<file path="config.mk">
export PLATFORM = sky130hd
export DESIGN_NAME = mux_sel_scheduler
export DESIGN_NICKNAME = d
export VERILOG_FILES = /design/src/rtl/mux_sel_scheduler.sv
export SDC_FILE = /design/constraint.sdc
export NUM_CORES = 1
export LEC_CHECK = 0
export CORE_AREA = 10 10 47 49
export DETAILED_ROUTE_END_ITERATION = 10
export DIE_AREA = 0 0 57 59
export HOLD_SLACK_MARGIN = 0.06
export PLACE_DENSITY = 0.79
export SYNTH_ARGS = -nofsm -noshare
export SYNTH_HDL_FRONTEND = slang
export SYNTH_SLANG_ARGS = --single-unit
</file>
<file path="constraint.sdc">
create_clock -name clk -period 3.28 [get_ports clk]
set_input_delay 0.656 -clock clk [delete_from_list [all_inputs] [get_ports clk]]
set_output_delay 0.656 -clock clk [all_outputs]
set_load 0.01 [all_outputs]
</file>
<file path="src/rtl/mux_sel_scheduler.sv">
// Round-robin select generator for a 4:1 mux.
// Holds each granted source on sel for a bounded dwell.
module mux_sel_scheduler #(
  parameter int HOLD_CYCLES = 4,
  parameter int CNT_W = $clog2(HOLD_CYCLES + 1)
) (
  input  logic       clk,
  input  logic       rst,
  input  logic [3:0] req,
  output logic [1:0] sel,
  output logic [3:0] gnt,
  output logic       busy
);

  localparam logic [0:0] S_IDLE  = 1'b0;
  localparam logic [0:0] S_GRANT = 1'b1;

  logic [0:0]       state_q, state_d;
  logic [1:0]       sel_q, sel_d;
  logic [3:0]       gnt_q, gnt_d;
  logic             busy_q, busy_d;
  logic [CNT_W-1:0] cnt_q, cnt_d;
  logic [1:0]       lptr_q, lptr_d;

  logic       pick_vld;
  logic [1:0] pick_idx;
  logic [1:0] cand;
  logic       release_w;

  // Round-robin search starting after the last grant; last grant checked last
  always_comb begin
    pick_vld = 1'b0;
    pick_idx = lptr_q;
    cand     = lptr_q;
    for (int k = 4; k >= 1; k--) begin
      cand = lptr_q + 2'(k);
      if (req[cand]) begin
        pick_vld = 1'b1;
        pick_idx = cand;
      end
    end
  end

  assign release_w = !req[sel_q] || (cnt_q == CNT_W'(HOLD_CYCLES));

  // Next-state: grant, extend dwell, hand off, or fall back to idle
  always_comb begin
    state_d = state_q;
    sel_d   = sel_q;
    gnt_d   = gnt_q;
    busy_d  = busy_q;
    cnt_d   = cnt_q;
    lptr_d  = lptr_q;
    unique case (state_q)
      S_IDLE: begin
        if (pick_vld) begin
          state_d = S_GRANT;
          sel_d   = pick_idx;
          gnt_d   = 4'b0001 << pick_idx;
          busy_d  = 1'b1;
          cnt_d   = CNT_W'(1);
          lptr_d  = pick_idx;
        end
      end
      S_GRANT: begin
        if (!release_w) begin
          cnt_d = cnt_q + CNT_W'(1);
        end else if (pick_vld) begin
          sel_d  = pick_idx;
          gnt_d  = 4'b0001 << pick_idx;
          busy_d = 1'b1;
          cnt_d  = CNT_W'(1);
          lptr_d = pick_idx;
        end else begin
          state_d = S_IDLE;
          gnt_d   = 4'b0000;
          busy_d  = 1'b0;
          cnt_d   = '0;
        end
      end
      default: begin
        state_d = S_IDLE;
        gnt_d   = 4'b0000;
        busy_d  = 1'b0;
        cnt_d   = '0;
      end
    endcase
  end

  // State registers with synchronous reset
  always_ff @(posedge clk) begin
    if (rst) begin
      state_q <= S_IDLE;
      sel_q   <= 2'b00;
      gnt_q   <= 4'b0000;
      busy_q  <= 1'b0;
      cnt_q   <= '0;
      lptr_q  <= 2'd3;
    end else begin
      state_q <= state_d;
      sel_q   <= sel_d;
      gnt_q   <= gnt_d;
      busy_q  <= busy_d;
      cnt_q   <= cnt_d;
      lptr_q  <= lptr_d;
    end
  end

  assign sel  = sel_q;
  assign gnt  = gnt_q;
  assign busy = busy_q;

endmodule
</file>
==> results of run 1 <==
## worst reg2reg max path, cell delays in order, from the launching register on
cell and delay [ns]:
dfxtp_1 0.38, mux4_2 0.54, a21o_1 0.26, a2111oi_4 0.38
o21ai_1 0.11
## metal layers
metal / track usage / vias to the layer above / wire, um
met5: 0 / - / 0
met4: 0.0503 / 0 / 27
met3: 0.0472 / 5 / 110
met2: 0.171 / 10 / 714
met1: 0.0865 / 260 / 556
li1: - / 277 / -
## cells in the final DEF (no fill, tap or decap), types with 3 or more instances in the layout
cell             netlist  routed
a21oi_1                6       6
a32o_1                 4       4
clkbuf_4               0       3
clkdlybuf4s50_1        0      12
dfxtp_1               13      13
inv_1                  4       4
nand2b_1               5       5
nor2_1                 7       7
o21ai_0                3       3
## area by class of cell
cell class | instances | area (um2)
multi-input combinational | 48 | 359
timing repair buffer | 13 | 128
clock buffer | 4 | 26.3
tap | 16 | 20.0
inverter | 4 | 15.0
fill | 137 | 593
sequential | 13 | 260
## power breakdown
part / total (W) / switching [W] / leakage [nW] / internal (W)
clock network: 0.0000980 / 0.0000509 / 0.0150 / 0.0000471
logic: 0.000114 / 0.0000529 / 0.187 / 0.0000606
registers: 0.000193 / 0.0000165 / 0.108 / 0.000176
## cells in the mapped netlist, drive strengths merged
library cell	n
dfxtp	13
nor2	7
a21oi	6
nand2b	5
a32o	4
inv	4
o21ai	4
a211oi	2
a21boi	2
and2	2
ha	2
mux2i	2
o21a	2
a2111oi	1
a211o	1
a21o	1
a22oi	1
a311oi	1
clkbuf	1
mux2	1
mux4	1
nand2	1
nor3	1
nor4	1
## cells by family after synthesis
logic type	count (synthesis)	synth area share
fa+ha+maj	2	0.0392
flops	13	0.408
simple gates	17	0.133
mux	4	0.0843
buf+inv	5	0.0294
compound gates	25	0.306
## flip-flops by register name (all words and copies together), names as in the netlist
signal   count
lptr_q       2
busy         1
sel          2
state_q      1
cnt_q        3
gnt          4
## how the worst min path moves through the flow
| stage | from | end | depth (start not counted) |
|---|---|---|---|
| final | busy$_SDFFE_PP0P_ | busy$_SDFFE_PP0P_ | 2 |
| after detailed placement | gnt[2]$_SDFFE_PP0P_ | gnt[2]$_SDFFE_PP0P_ | 1 |
| after floorplan | cnt_q[2]$_SDFFE_PP0P_ | cnt_q[2]$_SDFFE_PP0P_ | 1 |
| after CTS | busy$_SDFFE_PP0P_ | busy$_SDFFE_PP0P_ | 2 |
| after global placement | gnt[3]$_SDFFE_PP0P_ | gnt[3]$_SDFFE_PP0P_ | 1 |
| after global routing | gnt[3]$_SDFFE_PP0P_ | gnt[3]$_SDFFE_PP0P_ | 1 |
## stage by stage
stage                     hold slack (ns)  power [W]  setup slack, ns   util
after floorplan                     0.443   0.000263             1.37      -
after global placement              0.456   0.000307            0.792  0.558
after detailed placement            0.466   0.000310            0.758  0.558
after CTS                           0.482   0.000408             1.04  0.577
after global routing                0.504   0.000430            0.910  0.577
final                               0.483   0.000404             1.03  0.577
==> out/metrics.yaml, run 1 <==
grt_max_degree: 11
die-area_um2: 3360
ys_ff_latch: 13
drt_pass1_iterations: 2
dp.cells: 94
clock_sinks: 13
rsz0062_at_grt: "no"
ff2ff_setup_slack_ns: 1.51
yosysSeqAreaShare: 0.408
io_pins: 13
slew_viol_final: 0
antenna_found_initial: 0
clkTransAtPathRegs_ns: 0.08
cts_resized: 0
cts_buffers: 3
crit_path_end: "lptr_q[0]$_SDFFE_PP1P_"
grt_pass1_vias: 602
r2r_end: "lptr_q[0]$_SDFFE_PP1P_"
cp.required_ns: 3.44
overflow: 0
syn-num-nets: 74
hold_viol: 0
ir_drop_v: 0.000336
maxCapViolations: 0
slew_headroom: 0.658
dieWidth_um: 57
vias: 552
status: "completed"
max_freq_ghz: 0.445
place.gp.congestion: 0.794
synth_area_leader_cell: "dfxtp_1"
track_usage: 0.0951
drt-wirelength-per-cell_um: 14.4
rr_worst_depth: 4
startpoint: "req[3]"
synth_area_leaders: "dfxtp_1 (41%), a32o_1 (6.3%), nand2b_1 (4.9%)"
drive_gt1_frac: 0.0854
hold_path_class: "flip-flop to flip-flop"
worst_pin_slew_ns: 0.508
yosys.area.top_type_share: 0.408
routed_wl_mm: 1.41
cp-start-kind: "input pin"
synth_area_um2: 638
die_y_um: 59
hpwl_mm: 1.14
dpl_cell_area_um2: 782
critPathArrivalTime_ns: 2.40
p_per_area_nw_per_um2: 500
cts_tree: "built"
crit_path_cell_trace: "clkdlybuf4s50_1 -> mux4_2 -> a21o_1 -> a2111oi_4 -> o21ai_1"
nets: 91
p_leak_nw: 0.310
yosysWarnings: 0
fin_cells: 98
layout-area-overhead-vs-synth_pct: 26.7
htreeDepth: 1
initial_core_util: 0.455
final-setup-viol-count: 0
critPathMaxStageDelay_ns: 0.52
vias_per_cell: 5.63
synth_cell_type_count: 26
grt_pass1_wl_mm: 2.59
cp-end-kind: "flip-flop"
crit_buf_inv: 1
cp_top_family: "compound AO/OA/AOI/OAI gates"
fp-row-count: 14
fin_skew_ns: 0.000478
final_area_um2: 808
fin_tns_setup_ns: 0
path_class: "input pin to flip-flop"
synth_cells: 66
crit_cells: 5
cts_hold_buffers: 0
diodes: 0
postCtsSetupRepairBufs: 0
slowest_stage: "mux4_2"
min_period_ns: 2.25
period_share: 0.684
path_max_fanout: 6
root_buffer: "clkbuf_4"
place.port_buffers: 12
worstSkewPairLatency_ns: 0.27
drc: 0
core-area_um2: 1400
clock_path_buffers: 2
drt_iter0_drc: 7
synth_area_per_cell_um2: 9.67
r2r-start: "sel[0]$_SDFFE_PP0P_"
ant_nets: 0
Power figures use the tool's default switching activity.
==> run 2, diff against run 1 <==
--- a/config.mk
+++ b/config.mk
@@ -5,11 +5,11 @@
 export SDC_FILE = /design/constraint.sdc
 export NUM_CORES = 1
 export LEC_CHECK = 0
-export CORE_AREA = 10 10 47 49
+export CORE_MARGIN = 10
+export CORE_UTILIZATION = 47
 export DETAILED_ROUTE_END_ITERATION = 10
-export DIE_AREA = 0 0 57 59
 export HOLD_SLACK_MARGIN = 0.06
-export PLACE_DENSITY = 0.79
+export PLACE_DENSITY = 0.78
 export SYNTH_ARGS = -nofsm -noshare
 export SYNTH_HDL_FRONTEND = slang
 export SYNTH_SLANG_ARGS = --single-unit
==> constraint.sdc (replaced) <==
create_clock -name clk -period 2.11 [get_ports clk]
set_input_delay 0.422 -clock clk [delete_from_list [all_inputs] [get_ports clk]]
set_output_delay 0.422 -clock clk [all_outputs]
set_load 0.01 [all_outputs]
==> run 2 against run 1 <==
Via count grew 3.8%. Hold slack got worse by 0.0092 ns. Core utilization up 9.2 points. Register-to-register slack worse by 1.1 ns. Combinational power up 70%. Clock skew rose by 0.0026 ns. First-iteration DRC count up 71%. Final area increased by 6.3%. Critical path depth stayed put. Critical path type unchanged. Largest cell class unchanged. Highest routed layer unchanged.
==> out/metrics.yaml, run 2 (synthesis gave the netlist of run 1 again) <==
status: "completed"
grt_use_met3: 0.0652  # +0.0180
cp-start-kind: "input pin"
hold_viol: 0  # unchanged
cts_resized: 0  # unchanged
hpwl_mm: 1.11  # -3.1%
clock_sinks: 13  # unchanged
rsz0062_at_grt: "no"
most-common-layout-cells: "dfxtp_1 (13), clkdlybuf4s50_1 (12), buf_4 (8), nor2_1 (7), a21oi_1 (6)"
antenna_found_initial: 0  # unchanged
grt_pass1_wl_mm: 2.52  # -2.7%
cts_buffers: 3  # unchanged
p_per_area_nw_per_um2: 748  # +50%
p_comb_frac: 0.302  # +0.021
clock_path_buffers: 2  # unchanged
critPathArrivalTime_ns: 2.05  # -0.35 ns
drt-wirelength-per-cell_um: 13.8  # -4.0%
initial_core_util: 0.497  # +0.0412
cts_hold_buffers: 0  # unchanged
crit_path_cell_trace: "clkdlybuf4s50_1 -> mux4_2 -> a21o_1 -> a2111oi_4 -> o21ai_1"
final-setup-viol-count: 0  # unchanged
overflow: 0  # unchanged
fin_skew_ns: 0.00305  # +0.00258 ns
vias: 573  # +3.8%
drt_iter0_drc: 12  # +5
use_met1: 0.0955  # +0.00900
crit_buf_inv: 1  # unchanged
drc: 0  # unchanged
track_usage: 0.0950  # about the same
drt_pass1_iterations: 4  # +2
diodes: 0  # unchanged
core-area_um2: 1280  # -8.3%
io_pins: 13  # unchanged
hold_path_class: "flip-flop to flip-flop"
ant_nets: 0  # unchanged
htreeDepth: 1  # unchanged
netSwitchingFraction: 0.292  # -0.00548
drive_gt1_frac: 0.157  # +0.0719
postCtsSetupRepairBufs: 0  # unchanged
dpl_cell_area_um2: 833  # +6.6%
cp-end-kind: "flip-flop"
dieWidth_um: 56.8  # -0.27%
path_max_fanout: 3  # -3
period_share: 0.896
worst_pin_slew_ns: 0.373  # -0.135 ns
die-area_um2: 3230  # -3.9%
worstSkewPairLatency_ns: 0.28  # about the same
die_y_um: 56.8  # -3.7%
layout-area-overhead-vs-synth_pct: 34.7
nets: 98  # +7.7%
clkPwrFrac: 0.233  # -0.009
p_leak_nw: 0.344  # +11%
min_period_ns: 1.89
power_frac_seq: 0.465  # -0.012
slowest_stage: "mux4_2"
clkTransAtPathRegs_ns: 0.07  # about the same
cp_top_family: "compound AO/OA/AOI/OAI gates"
slew_viol_final: 0  # unchanged
routed_wl_mm: 1.44  # +1.9%
grt_max_degree: 11  # unchanged
cp.required_ns: 2.27  # -1.17 ns
largest_register_ffs: 4  # unchanged
place.port_buffers: 12  # unchanged
mostFrequentLayoutCell: "dfxtp_1"
root_buffer: "clkbuf_4"
grt_pass1_vias: 597  # -0.83%
vias_per_cell: 5.51  # -2.2%
ir_drop_v: 0.000559  # +66%
place_ws_ns: -0.0666  # -0.824 ns
slew_headroom: 0.750  # +0.0916
grt-busiest-layer: "met2"
p_int_w: 0.000455  # +60%
path_class: "input pin to flip-flop"
layout_setup_ws_ns: 0.219  # -0.816 ns
place.gp.congestion: 0.773  # -2.7%
hold_ws_ns: 0.474  # -0.00922 ns
p_total_w: 0.000643  # +59%
p_switching_w: 0.000188  # +56%
maxCapViolations: 0  # unchanged
final_area_um2: 860  # +6.3%
fp-row-count: 13  # -1
max_freq_ghz: 0.529
cts_tree: "built"
grt_use_met2: 0.149  # -0.0216
critPathMaxStageDelay_ns: 0.51  # about the same
-- run 2: per-layer routing --
metal  routed length [um]  part of all wire
met5                    0                 0
met4                   17             0.012
met3                  115             0.080
met2                  651              0.45
met1                  652              0.45
-- run 2: area by class of cell --
| cell class | count | area, um2 |
|---|---|---|
| clock buffers | 4 | 26.3 |
| fillers | 110 | 425 |
| inverters | 4 | 15.0 |
| multi-input cells | 48 | 359 |
| flip-flops and latches | 13 | 260 |
| well taps | 15 | 18.8 |
| repair buffers | 20 | 180 |
-- run 2: final timing paths --
check                           cells past startpoint                     end           startpoint  slack (ns)
worst max-delay path                                5  lptr_q[0]$_SDFFE_PP1P_               req[3]        0.22
worst min-delay path                                1     gnt[3]$_SDFFE_PP0P_  gnt[3]$_SDFFE_PP0P_        0.47
worst max register to register                      4  lptr_q[0]$_SDFFE_PP1P_  sel[0]$_SDFFE_PP0P_        0.39
worst min register to register                      1     gnt[3]$_SDFFE_PP0P_  gnt[3]$_SDFFE_PP0P_        0.47
-- run 2: power groups by stage --
stage               Sequential (W)  Clock [W]  Combinational, W
global route              0.000305   0.000171          0.000211
finish                    0.000299   0.000150          0.000194
global placement          0.000304          0          0.000190
CTS                       0.000299   0.000155          0.000194
floorplan                 0.000308          0          0.000101
detailed placement        0.000305          0          0.000192
-- run 2: through the flow --
stage	util	setup TNS, ns	std cells
3_5_place_dp	0.648	-0.177	100
4_1_cts	0.669	0	104
5_1_grt	0.669	0	104
3_3_place_gp	0.648	-0.0355	100
2_1_floorplan	-	0	66
6_report	0.669	0	104
